`config.mk`:
```
export PLATFORM = sky130hd
export DESIGN_NAME = drop32_mem_arb
export DESIGN_NICKNAME = d
export VERILOG_FILES = /design/src/rtl/drop32_mem_arb.sv
export SDC_FILE = /design/constraint.sdc
export NUM_CORES = 1
export LEC_CHECK = 0
export BUFFER_PORTS_ARGS = -buffer_cell sky130_fd_sc_hd__buf_2
export CAP_MARGIN = 20
export CORE_ASPECT_RATIO = 1.4
export CORE_MARGIN = 3
export CORE_UTILIZATION = 48
export DETAILED_ROUTE_END_ITERATION = 8
export PLACE_DENSITY = 0.74
export SLEW_MARGIN = 20
export SYNTH_ARGS = -nofsm -noshare
export SYNTH_HDL_FRONTEND = slang
export SYNTH_SLANG_ARGS = --single-unit
```
`constraint.sdc`:
```
create_clock -name i_clk -period 5.2 [get_ports i_clk]
set_input_delay 1.04 -clock i_clk [delete_from_list [all_inputs] [get_ports i_clk]]
set_output_delay 1.04 -clock i_clk [all_outputs]
set_load 0.005 [all_outputs]
```
`src/rtl/drop32_mem_arb.sv`:
```
// Single-port memory arbiter for drop32: shares one bus between instruction fetch
// and data load/store, with stores posted through a small FIFO write buffer.
module drop32_mem_arb #(
   parameter int unsigned XLEN        = 32,
   parameter int unsigned INSTR_WIDTH = 32,
   parameter int unsigned SB_DEPTH    = 2
) (
   input  logic                   i_clk,
   input  logic                   i_rst_n,
   input  logic [XLEN-1:0]        i_pc,
   output logic [INSTR_WIDTH-1:0] o_instr,
   output logic                   o_ifValid,
   input  logic                   i_loadReq,
   input  logic                   i_storeReq,
   input  logic [XLEN-1:0]        i_dataAddr,
   input  logic [XLEN-1:0]        i_dataOut,
   output logic [XLEN-1:0]        o_dataIn,
   output logic                   o_memValid,
   output logic                   o_busReq,
   output logic                   o_busWe,
   output logic [XLEN-1:0]        o_busAddr,
   output logic [XLEN-1:0]        o_busWdata,
   input  logic [XLEN-1:0]        i_busRdata,
   input  logic                   i_busAck,
   output logic                   o_storeOvf
);

   localparam int unsigned PW = (SB_DEPTH > 1) ? $clog2(SB_DEPTH) : 1;
   localparam int unsigned CW = $clog2(SB_DEPTH) + 1;

   typedef enum logic [1:0] {IDLE, FETCH, LOAD, STORE} state_t;

   state_t          state, state_nx;
   logic            bus_req_nx, bus_we_nx;
   logic [XLEN-1:0] bus_addr_nx, bus_wdata_nx;
   logic [XLEN-1:0] fetch_addr, fetch_addr_nx;

   logic [XLEN-1:0] sb_addr [SB_DEPTH];
   logic [XLEN-1:0] sb_data [SB_DEPTH];
   logic [PW-1:0]   wr_ptr, rd_ptr;
   logic [CW-1:0]   sb_count;
   logic            sb_empty, sb_full, sb_enq, sb_deq, sb_drop;

   assign sb_empty = (sb_count == '0);
   assign sb_full  = (sb_count == CW'(SB_DEPTH));
   assign sb_deq   = (state == STORE) && i_busAck;
   // A full buffer still accepts a store in the cycle its head retires.
   assign sb_enq   = i_storeReq && (!sb_full || sb_deq);
   assign sb_drop  = i_storeReq && sb_full && !sb_deq;

   always_ff @(posedge i_clk) begin
      if (sb_enq) begin
         sb_addr[wr_ptr] <= i_dataAddr;
         sb_data[wr_ptr] <= i_dataOut;
      end
   end

   always_ff @(posedge i_clk or negedge i_rst_n) begin
      if (!i_rst_n) begin
         wr_ptr     <= '0;
         rd_ptr     <= '0;
         sb_count   <= '0;
         o_storeOvf <= 1'b0;
      end else begin
         if (sb_enq) wr_ptr <= (SB_DEPTH == 1) ? '0 : wr_ptr + PW'(1);
         if (sb_deq) rd_ptr <= (SB_DEPTH == 1) ? '0 : rd_ptr + PW'(1);
         if (sb_enq && !sb_deq)      sb_count <= sb_count + CW'(1);
         else if (!sb_enq && sb_deq) sb_count <= sb_count - CW'(1);
         if (sb_drop) o_storeOvf <= 1'b1;
      end
   end

   always_ff @(posedge i_clk or negedge i_rst_n) begin
      if (!i_rst_n) begin
         state      <= IDLE;
         o_busReq   <= 1'b0;
         o_busWe    <= 1'b0;
         o_busAddr  <= '0;
         o_busWdata <= '0;
         fetch_addr <= '0;
      end else begin
         state      <= state_nx;
         o_busReq   <= bus_req_nx;
         o_busWe    <= bus_we_nx;
         o_busAddr  <= bus_addr_nx;
         o_busWdata <= bus_wdata_nx;
         fetch_addr <= fetch_addr_nx;
      end
   end

   always_comb begin
      state_nx      = state;
      bus_req_nx    = o_busReq;
      bus_we_nx     = o_busWe;
      bus_addr_nx   = o_busAddr;
      bus_wdata_nx  = o_busWdata;
      fetch_addr_nx = fetch_addr;
      unique case (state)
         IDLE: begin
            bus_req_nx = 1'b1;
            if (!sb_empty) begin
               state_nx     = STORE;
               bus_we_nx    = 1'b1;
               bus_addr_nx  = sb_addr[rd_ptr];
               bus_wdata_nx = sb_data[rd_ptr];
            end else if (i_loadReq && !i_storeReq) begin
               // A store arriving this cycle must reach memory before the load.
               state_nx    = LOAD;
               bus_we_nx   = 1'b0;
               bus_addr_nx = i_dataAddr;
            end else begin
               state_nx      = FETCH;
               bus_we_nx     = 1'b0;
               bus_addr_nx   = i_pc;
               fetch_addr_nx = i_pc;
            end
         end
         default: begin
            if (i_busAck) begin
               state_nx   = IDLE;
               bus_req_nx = 1'b0;
            end
         end
      endcase
   end

   assign o_instr    = i_busRdata[INSTR_WIDTH-1:0];
   assign o_ifValid  = (state == FETCH) && i_busAck && (fetch_addr == i_pc);
   assign o_dataIn   = i_busRdata;
   assign o_memValid = (state == LOAD) && i_busAck && i_loadReq;

endmodule

```
# Yosys cells after proc, flatten, opt, wreduce, memory -nomap -nowiden
# Memories as Yosys holds them, arrays and structs flattened. A register that Yosys moved wholly into a read port is not among the register bits.
# Index checks and enable logic that the tools add are counted.
[totals]
regBits = 73
mem_bits_rw = 128
inputBits = 133
mem_count = 2
[mem_list]
columns = ["memory", "depth", "word_bits", "read_ports", "rd_clocked_by_memory_dff", "write_ports", "line", "text"]
rows = [
  ["sb_addr", 2, 32, 1, 0, 1, "38", "logic [XLEN-1:0] sb_addr [SB_DEPTH];"],
  ["sb_data", 2, 32, 1, 1, 1, "39", "logic [XLEN-1:0] sb_data [SB_DEPTH];"],
]
[op_classes]
addsub = 4
n_eq_ne = 5
n_mux = 13
bitwise_logic = 2
n_reduce_logical = 23
[op_table]
columns = ["op", "count"]
rows = [
  ["two-way mux 32 bit", 2],
  ["== test 32 bit", 1],
  ["two-way mux 2 bit", 6],
  ["logical AND 1 bit", 11],
  ["== test 2 bit (second input constant)", 3],
  ["zero test 1 bit", 5],
  ["two-way mux 1 bit", 5],
  ["zero test 2 bit", 2],
  ["nonzero test 2 bit", 2],
  ["AND reduction 3 bit", 1],
  ["adder 1 bit (second input constant)", 2],
  ["adder 2 x 1 -> 2 bit (second input constant)", 1],
  ["== test 2 x 1 -> 1 bit (second input constant)", 1],
  ["inverter 1 bit", 2],
  ["AND reduction 2 bit", 1],
  ["subtractor 2 x 1 -> 2 bit (second input constant)", 1],
  ["logical OR 1 bit", 1],
]

# Logic depth before layout (Yosys ltp)
[depth]
word_depth = 8
mapped_depth = 8

# Least setup slack after synthesis
# OpenSTA, ideal clock, no wires.
[synth_timing]
path_type = "input to register"
start = "input i_busAck"
end = "memory sb_addr[0][0], enable pin"
setup_ps = 486
arrival_time_ps = 4082
required_time_ps = 4714
slack_ps = 632
path_stages = 4
cell_sequence = "nand3_1 > nand3b_1 > nand2_1 > nor2_1"
[synth_between]
elab_chain_cells = 5
[synth_lines]
columns = ["element", "line", "text"]
rows = [
  ["from (decl)", "24", "input logic i_busAck,"],
  ["logical AND 1 bit", "46", "assign sb_deq = (state == STORE) && i_busAck;"],
  ["logical OR 1 bit", "48", "assign sb_enq = i_storeReq && (!sb_full || sb_deq);"],
  ["logical AND 1 bit", "48", ""],
  ["two-way mux 1 bit", "52", "if (sb_enq) begin"],
  ["two-way mux 1 bit (implied by the code)", "53", "sb_addr[wr_ptr] <= i_dataAddr;"],
  ["to (decl)", "38", ""],
]
# No other way between the ends.

# Worst setup path after layout
[layout_timing]
start = "input i_pc[29]"
end = "output o_ifValid"
[layout_between]
elab_chain_cells = 2
[layout_lines]
columns = ["element", "line", "text"]
rows = [
  ["from (decl)", "10", "input logic [XLEN-1:0] i_pc,"],
  ["== test 32 bit", "128", "assign o_ifValid = (state == FETCH) && i_busAck && (fetch_addr == i_pc);"],
  ["logical AND 1 bit", "128", ""],
  ["to (decl)", "12", "output logic o_ifValid,"],
]
# No other way between the ends.

==> results.md <==
* Die height at 177 microns
* Status: finished, final reports clean
* Final period util at 0.652
* Slew HR at 0.319
* Cell area after placement at 0.0106 sq mm
* RSZ-0062 raised after global routing: no
* Min-Delay Startpoint: o_busAddr[5]
* Setup Buffers After CTS at 0
* PD cells at 602 mW/mm^2
* Hold Fails Final Rpt at 0
* Critical Path RT at 4.16 ns
* Minimum clock period at 3.39 ns
* GPL Wtd Cong at 0.794
* Share of layout cells above drive strength 1 at 0.342
* Synth Warn # at 0
* Ports at 266
* HPWL after DPL at 14900 microns
* Post-synth top area cell: edfxtp_1
* IO Port Bufs at 169
* Post-CTS Resized at 0
* CP bufs+invs at 2
* Routed length per placed instance at 20.0 microns
* Adder-cell area share of the yosys netlist at 0.00125
* Setup TNS at 0 ns
* Hold buffer count at cts at 0
* Proportion of synthesized area in mux cells at 0.147
* Max Cap Viol at 0
* Worst flop-to-flop path startpoint: sb_count[0]
* Critical path start-end classification: in -> out
* Maximum clock insertion buffer count at 3
* Crit-path most repeated cell: buf_2
* Delay-heaviest family, CP: simple AND/OR/NAND/NOR gates
* DRT Wirelength at 22200 microns
* Unique masters post-synth at 30
* Die area at 0.0227 sq mm
* Compound-Gate Fraction of Synth Area at 0.0517
* Crit. End Element: output port
* Remaining Overflow, GRT at 0
* CP startpoint: i_pc[29]
* Mapped cell area at 0.0100 sq mm
* Clk_skew at 0.0169 ns
* Vias per cell at 5.22
* #FFs+latches synth at 233
* Final setup violation count at 0
* Total GRT Usage at 0.191
* Slowest cell on crit path: nor4_1
* Pins over their slew limit at 0
* Fmax at 295 MHz
* Design area at 0.0114 sq mm
* Core area at 0.0206 sq mm
* Least-Margin Pin Slew at 1.02 ns
* Clk Latency, worst-skew pair at 0.50 ns
* Crit-path max cell delay at 0.55 ns
* Vias in the first global route at 5892
* Synth Area in Simple Gates at 0.0528
* Crit path cell chain: buf_2 -> xor2_1 -> nor4_1 -> nand4_1 -> nor3_1 -> buf_2
* Final ANT Viol Nets at 0
* Root Buffer Master: clkbuf_16
* Synth top area share at 0.383
* Post-Synth XOR/XNOR Area at 0.0323
* First-pass GRT wire length at 33600 microns
* Total vias in the final route at 5774
* Row cnt at 62
* Hold slack at 0.475 ns
* Max IR drop VDD at 0.000368 V
* Die Span X at 128 microns
* Sequential-to-total area share from yosys stat at 0.644
* Final Core Density at 0.557
* Num Clock Sinks at 233
* Worst-path maximum fanout at 3
* Area Overhead vs Synth at 13.9%
* H-tree levels at 1
* Hold WC Path Type: reg -> reg
* Crit path launch type: primary input
* Iter 0 DRT Violations at 234
* Cts bufs inserted at 23
* Mapped Avg Cell Area at 13.8 sq um
* Largest net degree at the start of global routing at 69
* Antenna violations before repair at 3
* CTS tree: yes
* Initial Util at 0.489
* Remaining routing DRC violations at 0
* Worst-path clk slew at 0.06 ns
* Arrival time worst endpoint at 2.35 ns
* Largest family of logic cells by synthesized area: multiplexers
* Cells after Synth at 729
* Fin nets at 966
* Synth area leaders: edfxtp_1 (38%), dfrtp_1 (26%), mux2i_1 (6.4%), buf_4 (5.3%), mux2_4 (4.5%)
* Drt first pass iters at 4
* Post-Syn Nets at 863
* Leakage at 4.91 nW
-- cells by family (layout without fill, tap and decap cells) --
family / Yosys count / in the layout
adder cells (fa/ha/maj): 1 / 1
AO/OA/AOI/OAI: 102 / 102
flip-flops: 233 / 233
multiplexers: 128 / 128
XOR/XNOR: 37 / 37
AND/OR/NAND/NOR: 123 / 123
buffers and inverters: 105 / 225
other: 0 / 2
-- final timing paths --
kind | to | slack (ns) | cells past startpoint
setup reg to reg | o_busAddr[20] | 2.98 | 5
setup / recovery | o_ifValid | 1.81 | 6
max in group asynchronous | rd_ptr | 3.75 | 2
hold reg to reg | o_busAddr[5] | 0.47 | 2
hold / removal | o_busAddr[5] | 0.47 | 2
min in group asynchronous | o_busAddr[28] | 0.50 | 1
-- cells in the final DEF (no fill, tap or decap), types with 2 or more instances in the layout --
cell type  netlist  layout
inv_6            0       2
inv_1            5       5
clkbuf_8         0       2
diode_2          0       2
a21oi_1         64      64
a21o_1           2       2
nand2_1         35      35
xor2_1          31      31
o21ai_0         34      34
dfrtp_1        105     104
clkbuf_1         6       2
mux2i_1         64      64
buf_4           71      10
xnor2_1          6       6
nand3_1          2       2
nor3_1           3       3
nor2_1          68      65
nor2_4           0       3
mux2_2          34      34
clkinv_2         0       7
clkbuf_16        0      23
mux2_4          30      30
nand4_1          2       2
bufinv_16        0       5
edfxtp_1       128     128
buf_2           19     168
nor4_1           7       7
-- cells in the mapped netlist (all sizes together) --
cell / instances
xor2: 31
nand2: 35
buf: 94
o21bai: 1
and3: 1
nor4: 7
dfrtp: 105
nor2b: 1
nand3b: 1
ha: 1
mux2i: 64
nor3: 4
edfxtp: 128
o22ai: 1
a21oi: 64
nand3: 3
clkbuf: 6
or2: 1
o21ai: 34
xnor2: 6
inv: 5
nor2: 68
a21o: 2
nand4: 2
mux2: 64
-- tightest hold or removal path, stage by stage (launching register included) --
cell and delay, ns:
dfrtp_1 0.34, nand2_1 0.04, o21ai_0 0.06
-- routing by layer --
layer	track usage	routed length [microns]
met1	0.223	8380
met2	0.331	11300
met3	0.0423	1410
met4	0.0938	1100
met5	0	7
-- flip-flops by register name (all words and copies together) (netlist names) --
| name | count |
|---|---|
| sb_addr | 64 |
| o_busAddr | 32 |
| sb_data | 64 |
| o_storeOvf | 1 |
| fetch_addr | 32 |
| sb_count | 2 |
| o_busWdata | 32 |
| o_busWe | 1 |
| wr_ptr | 1 |
| state | 2 |
| o_busReq | 1 |
| rd_ptr | 1 |
-- metrics by stage --
step	std cells	worst slack (ns)	total power, mW
floorplan	729	0.632	4.52
global placement	1063	1.72	5.11
detailed placement	1063	1.75	5.20
CTS	1105	1.73	7.00
global route	1107	1.69	7.34
finish	1107	1.81	6.90
-- power by group --
| part | switching [mW] | total (mW) | internal [mW] |
|---|---|---|---|
| Clock | 0.692 | 1.78 | 1.09 |
| Sequential | 0.354 | 3.00 | 2.65 |
| Combinational | 1.15 | 2.11 | 0.953 |
| Total | 2.20 | 6.90 | 4.69 |
-- area by class of cell --
cell class | count | area, sq um
clock inverter | 15 | 206
antenna | 2 | 5.00
multi-input combinational | 391 | 2890
clock buffer | 27 | 611
sequential | 233 | 6470
timing repair buffer | 178 | 916
inverter | 5 | 18.8
tap | 256 | 320
fill | 1652 | 9110
Power figures use the tool's default switching activity.
